### config.mk
export PLATFORM = sky130hd
export DESIGN_NAME = rvga_cword_queue
export DESIGN_NICKNAME = d
export VERILOG_FILES = /design/src/rtl/rvga_cword_queue_pkg.sv /design/src/rtl/rvga_cword_queue_ptr.sv /design/src/rtl/rvga_cword_queue.sv
export SDC_FILE = /design/constraint.sdc
export NUM_CORES = 1
export LEC_CHECK = 0
export ABC_CLOCK_PERIOD_IN_PS = 24500
export CAP_MARGIN = 20
export CORE_MARGIN = 2
export CORE_UTILIZATION = 45
export CTS_CLUSTER_SIZE = 25
export DETAILED_ROUTE_END_ITERATION = 8
export GPL_TIMING_DRIVEN = 1
export PLACE_DENSITY = 0.74
export SYNTH_ARGS = -nofsm -noshare
export SYNTH_HDL_FRONTEND = slang
export SYNTH_SLANG_ARGS = --single-unit
### constraint.sdc
create_clock -name clk -period 24.5 [get_ports clk]
set_clock_uncertainty 0.1 [all_clocks]
set_input_delay 4.9 -clock clk [delete_from_list [all_inputs] [get_ports clk]]
set_output_delay 4.9 -clock clk [all_outputs]
set_load 0.005 [all_outputs]
### src/rtl/rvga_cword_queue_pkg.sv
// Shared widths and sizing helpers for the rvga control-word queues.
// Instantiations name their cword width through these constants.
package rvga_cword_queue_pkg;

   localparam int RVGA_EXECUTE_CWORD_W = 227;

   // Occupancy counters hold 0..DEPTH inclusive.
   function automatic int rvga_queue_cnt_w(input int depth);
      return $clog2(depth + 1);
   endfunction

   // Pointers index 0..DEPTH-1; a single-entry queue still needs one bit.
   function automatic int rvga_queue_ptr_w(input int depth);
      return (depth > 1) ? $clog2(depth) : 1;
   endfunction

endpackage

### src/rtl/rvga_cword_queue_ptr.sv
// Wrapping pointer for a DEPTH-entry ring: counts 0..DEPTH-1 and wraps.
// Clear takes priority over increment.
module rvga_queue_ptr
   import rvga_cword_queue_pkg::*;
#(
   parameter int DEPTH = 2
) (
   input  logic                               clk,
   input  logic                               rst_n,
   input  logic                               inc,
   input  logic                               clr,
   output logic [rvga_queue_ptr_w(DEPTH)-1:0] value
);

   localparam int PW = rvga_queue_ptr_w(DEPTH);

   always_ff @(posedge clk) begin
      if (!rst_n || clr) begin
         value <= '0;
      end else if (inc) begin
         value <= (value == PW'(DEPTH - 1)) ? '0 : value + 1'b1;
      end
   end

endmodule

### src/rtl/rvga_cword_queue.sv
// Decoupling FIFO for pipeline control words with optional empty-queue bypass,
// flush, and occupancy / high-water-mark reporting.
module rvga_cword_queue
   import rvga_cword_queue_pkg::*;
#(
   parameter int WIDTH  = RVGA_EXECUTE_CWORD_W,
   parameter int DEPTH  = 2,
   parameter int BYPASS = 0
) (
   input  logic                       clk,
   input  logic                       rst_n,
   input  logic                       flush_i,
   input  logic                       in_v_i,
   input  logic [WIDTH-1:0]           in_data_i,
   output logic                       in_ready_o,
   output logic                       out_v_o,
   output logic [WIDTH-1:0]           out_data_o,
   input  logic                       out_ready_i,
   output logic [$clog2(DEPTH+1)-1:0] count_o,
   output logic [$clog2(DEPTH+1)-1:0] hwm_o
);

   localparam int CW = rvga_queue_cnt_w(DEPTH);
   localparam int PW = rvga_queue_ptr_w(DEPTH);

   if (DEPTH < 1) begin : g_bad_depth
      $fatal(1, "rvga_cword_queue: DEPTH must be at least 1");
   end

   logic [WIDTH-1:0] mem [DEPTH];
   logic [CW-1:0]    count;
   logic [CW-1:0]    count_nxt;
   logic [CW-1:0]    hwm;
   logic [CW-1:0]    hwm_nxt;
   logic [PW-1:0]    wptr;
   logic [PW-1:0]    rptr;
   logic             empty;
   logic             pass;
   logic             st_push;
   logic             st_pop;

   // Handshake: a word moves on a side only in a cycle where valid and ready
   // are both high. in_ready_o depends on registered occupancy alone, so a
   // full queue refuses a push even if the consumer pops in the same cycle.
   // out_v_o never waits on out_ready_i, and is held low during a flush.
   assign empty      = (count == '0);
   assign in_ready_o = (count < CW'(DEPTH));
   assign pass       = (BYPASS != 0) && empty && in_v_i && out_ready_i && !flush_i;

   assign out_v_o    = !flush_i && (empty ? ((BYPASS != 0) && in_v_i) : 1'b1);
   // Driving in_data_i while empty keeps the output defined before any write.
   assign out_data_o = empty ? in_data_i : mem[rptr];

   assign st_push = in_v_i && in_ready_o && !flush_i && !pass;
   assign st_pop  = out_v_o && out_ready_i && !empty;

   always_comb begin
      count_nxt = count;
      if (flush_i) begin
         count_nxt = '0;
      end else if (st_push && !st_pop) begin
         count_nxt = count + 1'b1;
      end else if (!st_push && st_pop) begin
         count_nxt = count - 1'b1;
      end
      hwm_nxt = (count_nxt > hwm) ? count_nxt : hwm;
   end

   always_ff @(posedge clk) begin
      if (!rst_n) begin
         count <= '0;
         hwm   <= '0;
      end else begin
         count <= count_nxt;
         hwm   <= hwm_nxt;
      end
   end

   always_ff @(posedge clk) begin
      if (st_push) begin
         mem[wptr] <= in_data_i;
      end
   end

   rvga_queue_ptr #(.DEPTH(DEPTH)) u_wptr (
      .clk   (clk),
      .rst_n (rst_n),
      .inc   (st_push),
      .clr   (flush_i),
      .value (wptr)
   );

   rvga_queue_ptr #(.DEPTH(DEPTH)) u_rptr (
      .clk   (clk),
      .rst_n (rst_n),
      .inc   (st_pop),
      .clr   (flush_i),
      .value (rptr)
   );

   always_ff @(posedge clk) begin
      if (rst_n) begin
         assert (!(st_push && count == CW'(DEPTH)))
            else $error("rvga_cword_queue: push into full queue");
         assert (!(st_pop && empty))
            else $error("rvga_cword_queue: pop from empty storage");
      end
   end

   assign count_o = count;
   assign hwm_o   = hwm;

endmodule

# Word level (Yosys, flattened, before mapping)
# Memory sizes are Yosys's and may differ from the RTL's. A register that Yosys moved wholly into a read port is not among the register bits.
# Index checks and enable logic that the tools add are counted.
[totals]
out_inout_bits = 233
ramBits = 454
register_bits = 6
memories = 1
in_bits = 232
wordCells = 36
[mem_list]
columns = ["memory", "words", "word_bits", "read_ports", "rd_clocked_by_memory_dff", "write_ports", "line", "rtl"]
rows = [
  ["mem", 2, 227, 1, 1, 1, "rvga_cword_queue.sv:30", "logic [WIDTH-1:0] mem [DEPTH];"],
]
[classes]
reduce_logical = 14
n_lt_le_gt_ge = 2
mux = 11
addsub = 4
[ops]
columns = ["operator", "count"]
rows = [
  ["$mux W227", 1],
  ["$logic_and A1 B1 Y1", 7],
  ["$mux W1", 7],
  ["$mux W2", 3],
  ["$logic_not A1 Y1", 5],
  ["$add A1 B1 Y1 const B", 2],
  ["$add A2 B1 Y2 const B", 1],
  ["$gt A2 B2 Y1", 1],
  ["$logic_not A2 Y1", 1],
  ["$lt A2 B2 Y1 const B", 1],
  ["$sub A2 B1 Y2 const B", 1],
  ["$logic_or A1 B1 Y1", 1],
]

# Longest topological paths before layout
[depth]
depth_word = 10
ltp_mapped = 10
ltp_nobuf = 9

# By module
# A second synthesis with hierarchy kept.
[unflattened]
cells_unflattened = 1250
area_unflattened_um2 = 18596.6
[modules_own_cells]
columns = ["mod", "seq_area_each_um2", "area_each_um2", "cells_each", "instances"]
rows = [
  ["rvga_cword_queue", 13713.2, 18514.0, 1244, 1],
  ["rvga_queue_ptr", 20.0, 41.3, 3, 2],
]

# Worst setup path before layout
# Ideal clock, no wire load.
[synth_path]
kind = "in2reg"
start = "input port in_v_i"
end = "memory mem[0][0] (netlist bit), enable pin"
arrival_ns = 21.544
required_ns = 23.263
setup_time_ns = 1.137
cell_stages = 2
slack_ns = 1.718
path_buffers = 0
path_cell_list = "nor2b_1 -> nor3b_1"
[synth_via]
elab_chain_cells = 4
[synth_lines]
columns = ["element", "line", "rtl"]
rows = [
  ["start: declaration", "rvga_cword_queue.sv:13", "input logic in_v_i,"],
  ["$logic_and A1 B1 Y1 (2 in a row)", "rvga_cword_queue.sv:54", "assign st_push = in_v_i && in_ready_o && !flush_i && !pass;"],
  ["$mux W1", "rvga_cword_queue.sv:80", "if (st_push) begin"],
  ["$mux W1 (implied by the code)", "rvga_cword_queue.sv:81", "mem[wptr] <= in_data_i;"],
  ["end: declaration", "rvga_cword_queue.sv:30", ""],
]
# No other way between the ends.

# Final worst setup path
[layout_path]
start = "input port in_data_i[88]"
end = "output port out_data_o[88]"
[layout_via]
elab_chain_cells = 1
[layout_lines]
columns = ["element", "line", "rtl"]
rows = [
  ["start: declaration", "rvga_cword_queue.sv:14", "input logic [WIDTH-1:0] in_data_i,"],
  ["$mux W227", "rvga_cword_queue.sv:52", "assign out_data_o = empty ? in_data_i : mem[rptr];"],
  ["end: declaration", "rvga_cword_queue.sv:17", "output logic [WIDTH-1:0] out_data_o,"],
]
# No other way between the ends.

==> impl_metrics.tcl <==
set metrics [dict create \
    syn-num-nets 1488 \
    grt_pass1_vias 11648 \
    synthArstFlopShare_pct 0 \
    place.gp.congestion 0.806 \
    dp_hpwl_um 28300 \
    synth-seq-area-share_pct 73.9 \
    clkTransAtPathRegs_ps 60 \
    seq_area_um2 13800 \
    finalCoreUtilization_pct 61.7 \
    synth_compound_area_share_pct 6.39 \
    power-per-cell-area_nw_per_um2 73.3 \
    htree_levels 2 \
    initial_utilization_pct 45.6 \
    worst_setup_path_end_kind "output pin" \
    coreArea_um2 40800 \
    stdcell_area_um2 25200 \
    outcome "completed" \
    irDropWorstVdd_mv 0.0658 \
    mostFrequentLayoutCell "clkdlybuf4s50_1" \
    fmax_mhz 88.4 \
    final_net_count 1938 \
    via_count 11756 \
    p_leak_nw 8.35 \
    placed_area_um2 23700 \
    yosys_most_used_dff "edfxtp_1" \
    ys_seq_elements 461 \
    vias_per_cell 5.17 \
    yosys.area_share.simple_pct 5.15 \
    cts-resized-gates 0 \
    synth_top_family_by_area "multiplexers" \
    critPathTopFamily "buffers and inverters" \
    design.die.area_um2 43100 \
    port_buffers 464 \
    cts_hold_buf 0 \
    cts_setup_buffers 0 \
    cts_tree "built" \
    multiInputGateArea_um2 4520 \
    grt_antenna_before_repair 5 \
    cp_slowest_cell "clkdlybuf4s50_1" \
    drv_cap 0 \
    synth_cells 1253 \
    drt-total-wl_um 43600 \
    crit_path_cell_trace "clkdlybuf4s50_1 > nand2_1 > o21ai_1 > clkdlybuf4s50_1" \
    syn_area_per_cell_um2 14.9 \
    slowest_delay_ps 580 \
    cts_buffer_depth 3 \
    grt_max_degree 248 \
    synth_edf_count 454 \
    synthAdderAreaFrac_pct 0.201 \
    tns_ps 0 \
    cp_data_arrival_time_ps 6320 \
    drtAntennaViolNets 0 \
    tightest_slew_ps 1350 \
    yosysWarnings 0 \
    track_usage_pct 19.8 \
    fin_crit_ps 11320 \
    drt_first_pass_iters 5 \
    gr-total-overflow 0 \
    die_w_um 208 \
    slew_headroom_pct 10.2 \
    grt_pass1_wl_um 66700 \
    synth_cell_types 28 \
    area_growth_pct 35.1 \
    ios 465 \
    post-route-period-util_pct 46.2 \
    numCtsBuffers 49 \
    mostFrequentLayoutCells "clkdlybuf4s50_1, edfxtp_1, nand2_1, mux2i_1, o21ai_1" \
    cp_common_cell "clkdlybuf4s50_1" \
    hold_viol 0 \
    startpoint_type "input pin" \
    setup-violations-final 0 \
    critPathMaxFanout 3 \
    synthMuxAreaShare_pct 12.2 \
    clock-sinks 461 \
    drv_slew 0 \
    worstPathRequired_ps 19500 \
    synthXorXnorAreaFrac_pct 0.215 \
    drc_errors 0 \
    nFillCells 3046 \
    rsz0062_at_grt "false" \
    dr.first_iter.drc_count 697 \
    path_buf_inv 2 \
    wl_per_cell_um 19.2 \
    num_rows 74 \
    synth_area_um2 18600 \
    crit_type "in -> out" \
    final_layout_size_suffix_gt1_share_pct 4.43 \
    hold_path_class "reg -> reg" \
    clk_latency_ps 560 \
    root_buffer "clkbuf_16" \
    die_h_um 208 \
]
==> flip-flops by register name, indices dropped and copies added (netlist names), named ones only <==
| name | flops |
|---|---|
| mem | 454 |
| count_o | 2 |
| hwm_o | 2 |
| u_rptr.value | 1 |
| u_wptr.value | 1 |
==> where the power goes <==
group,internal [mW],switching [mW],total (mW),leakage [nW]
clock,0.378,0.282,0.660,0.692
combinational,0.154,0.129,0.284,3.44
sequential,0.896,0.00594,0.902,4.22
==> per-stage QoR <==
stage	total power [mW]	worst slack, ps	std cells	hold WS [ps]
3_5_place_dp	1.20	13150	2183	398
4_1_cts	1.87	13130	2269	409
3_3_place_gp	1.20	13110	2183	381
2_1_floorplan	1.04	1720	1253	375
5_1_grt	1.92	13090	2272	433
6_report	1.85	13180	2272	421
==> per-layer routing <==
metal  track usage (%)  vias up  wire [um]
met5                 0        -         42
met4              7.24        6       1190
met3              6.97       77       4150
met2              32.0      429      20900
met1              24.7     5642      17300
li1                  -     5602          -
==> path summary, 6_finish.rpt <==
path                            slack [ps]  cells past startpoint              to           from
worst min register to register         420                      2        hwm_o[1]       hwm_o[1]
worst max register to register       20990                      4      mem[1][97]     count_o[1]
worst min-delay path                   420                      2        hwm_o[1]       hwm_o[1]
worst max-delay path                 13180                      4  out_data_o[88]  in_data_i[88]
==> synth_stat cells (2+ instances only) <==
| cell type | n | area (um2) |
|---|---|---|
| buf_2 | 33 | 165 |
| clkbuf_1 | 31 | 116 |
| nand2_1 | 231 | 867 |
| inv_1 | 4 | 15.0 |
| o21ai_1 | 227 | 1140 |
| edfxtp_1 | 454 | 13600 |
| nor3b_1 | 2 | 15.0 |
| ha_1 | 3 | 37.5 |
| nor2_1 | 6 | 22.5 |
| mux2i_1 | 227 | 2270 |
| dfxtp_1 | 7 | 140 |
| nor2b_1 | 2 | 12.5 |
| xnor2_1 | 2 | 17.5 |
| buf_4 | 4 | 30.0 |
| buf_1 | 7 | 26.3 |
==> area by class of cell <==
class | instances | share of cell area [%]
flip-flops and latches | 461 | 54.7
repair buffers | 475 | 19.0
multi-input cells | 712 | 18.0
clock buffers | 66 | 5.12
well taps | 532 | 2.64
clock inverters | 20 | 0.497
inverters | 4 | 0.0596
diodes | 2 | 0.0199
==> worst register-to-register path, delay by kind of cell (launching register included) <==
kind	cells	cell delay, ps
flip-flops	1	340
AND/OR/NAND/NOR	2	1020
buffers and inverters	2	1640
==> cells by family after synthesis <==
family	count (synthesis)
muxes	227
buffers and inverters	80
and+or+nand+nor	246
xor gates and xnor gates	3
DFF	461
adders and majority gates	3
AOI/OAI and AO/OA	233
Power figures use the tool's default switching activity.
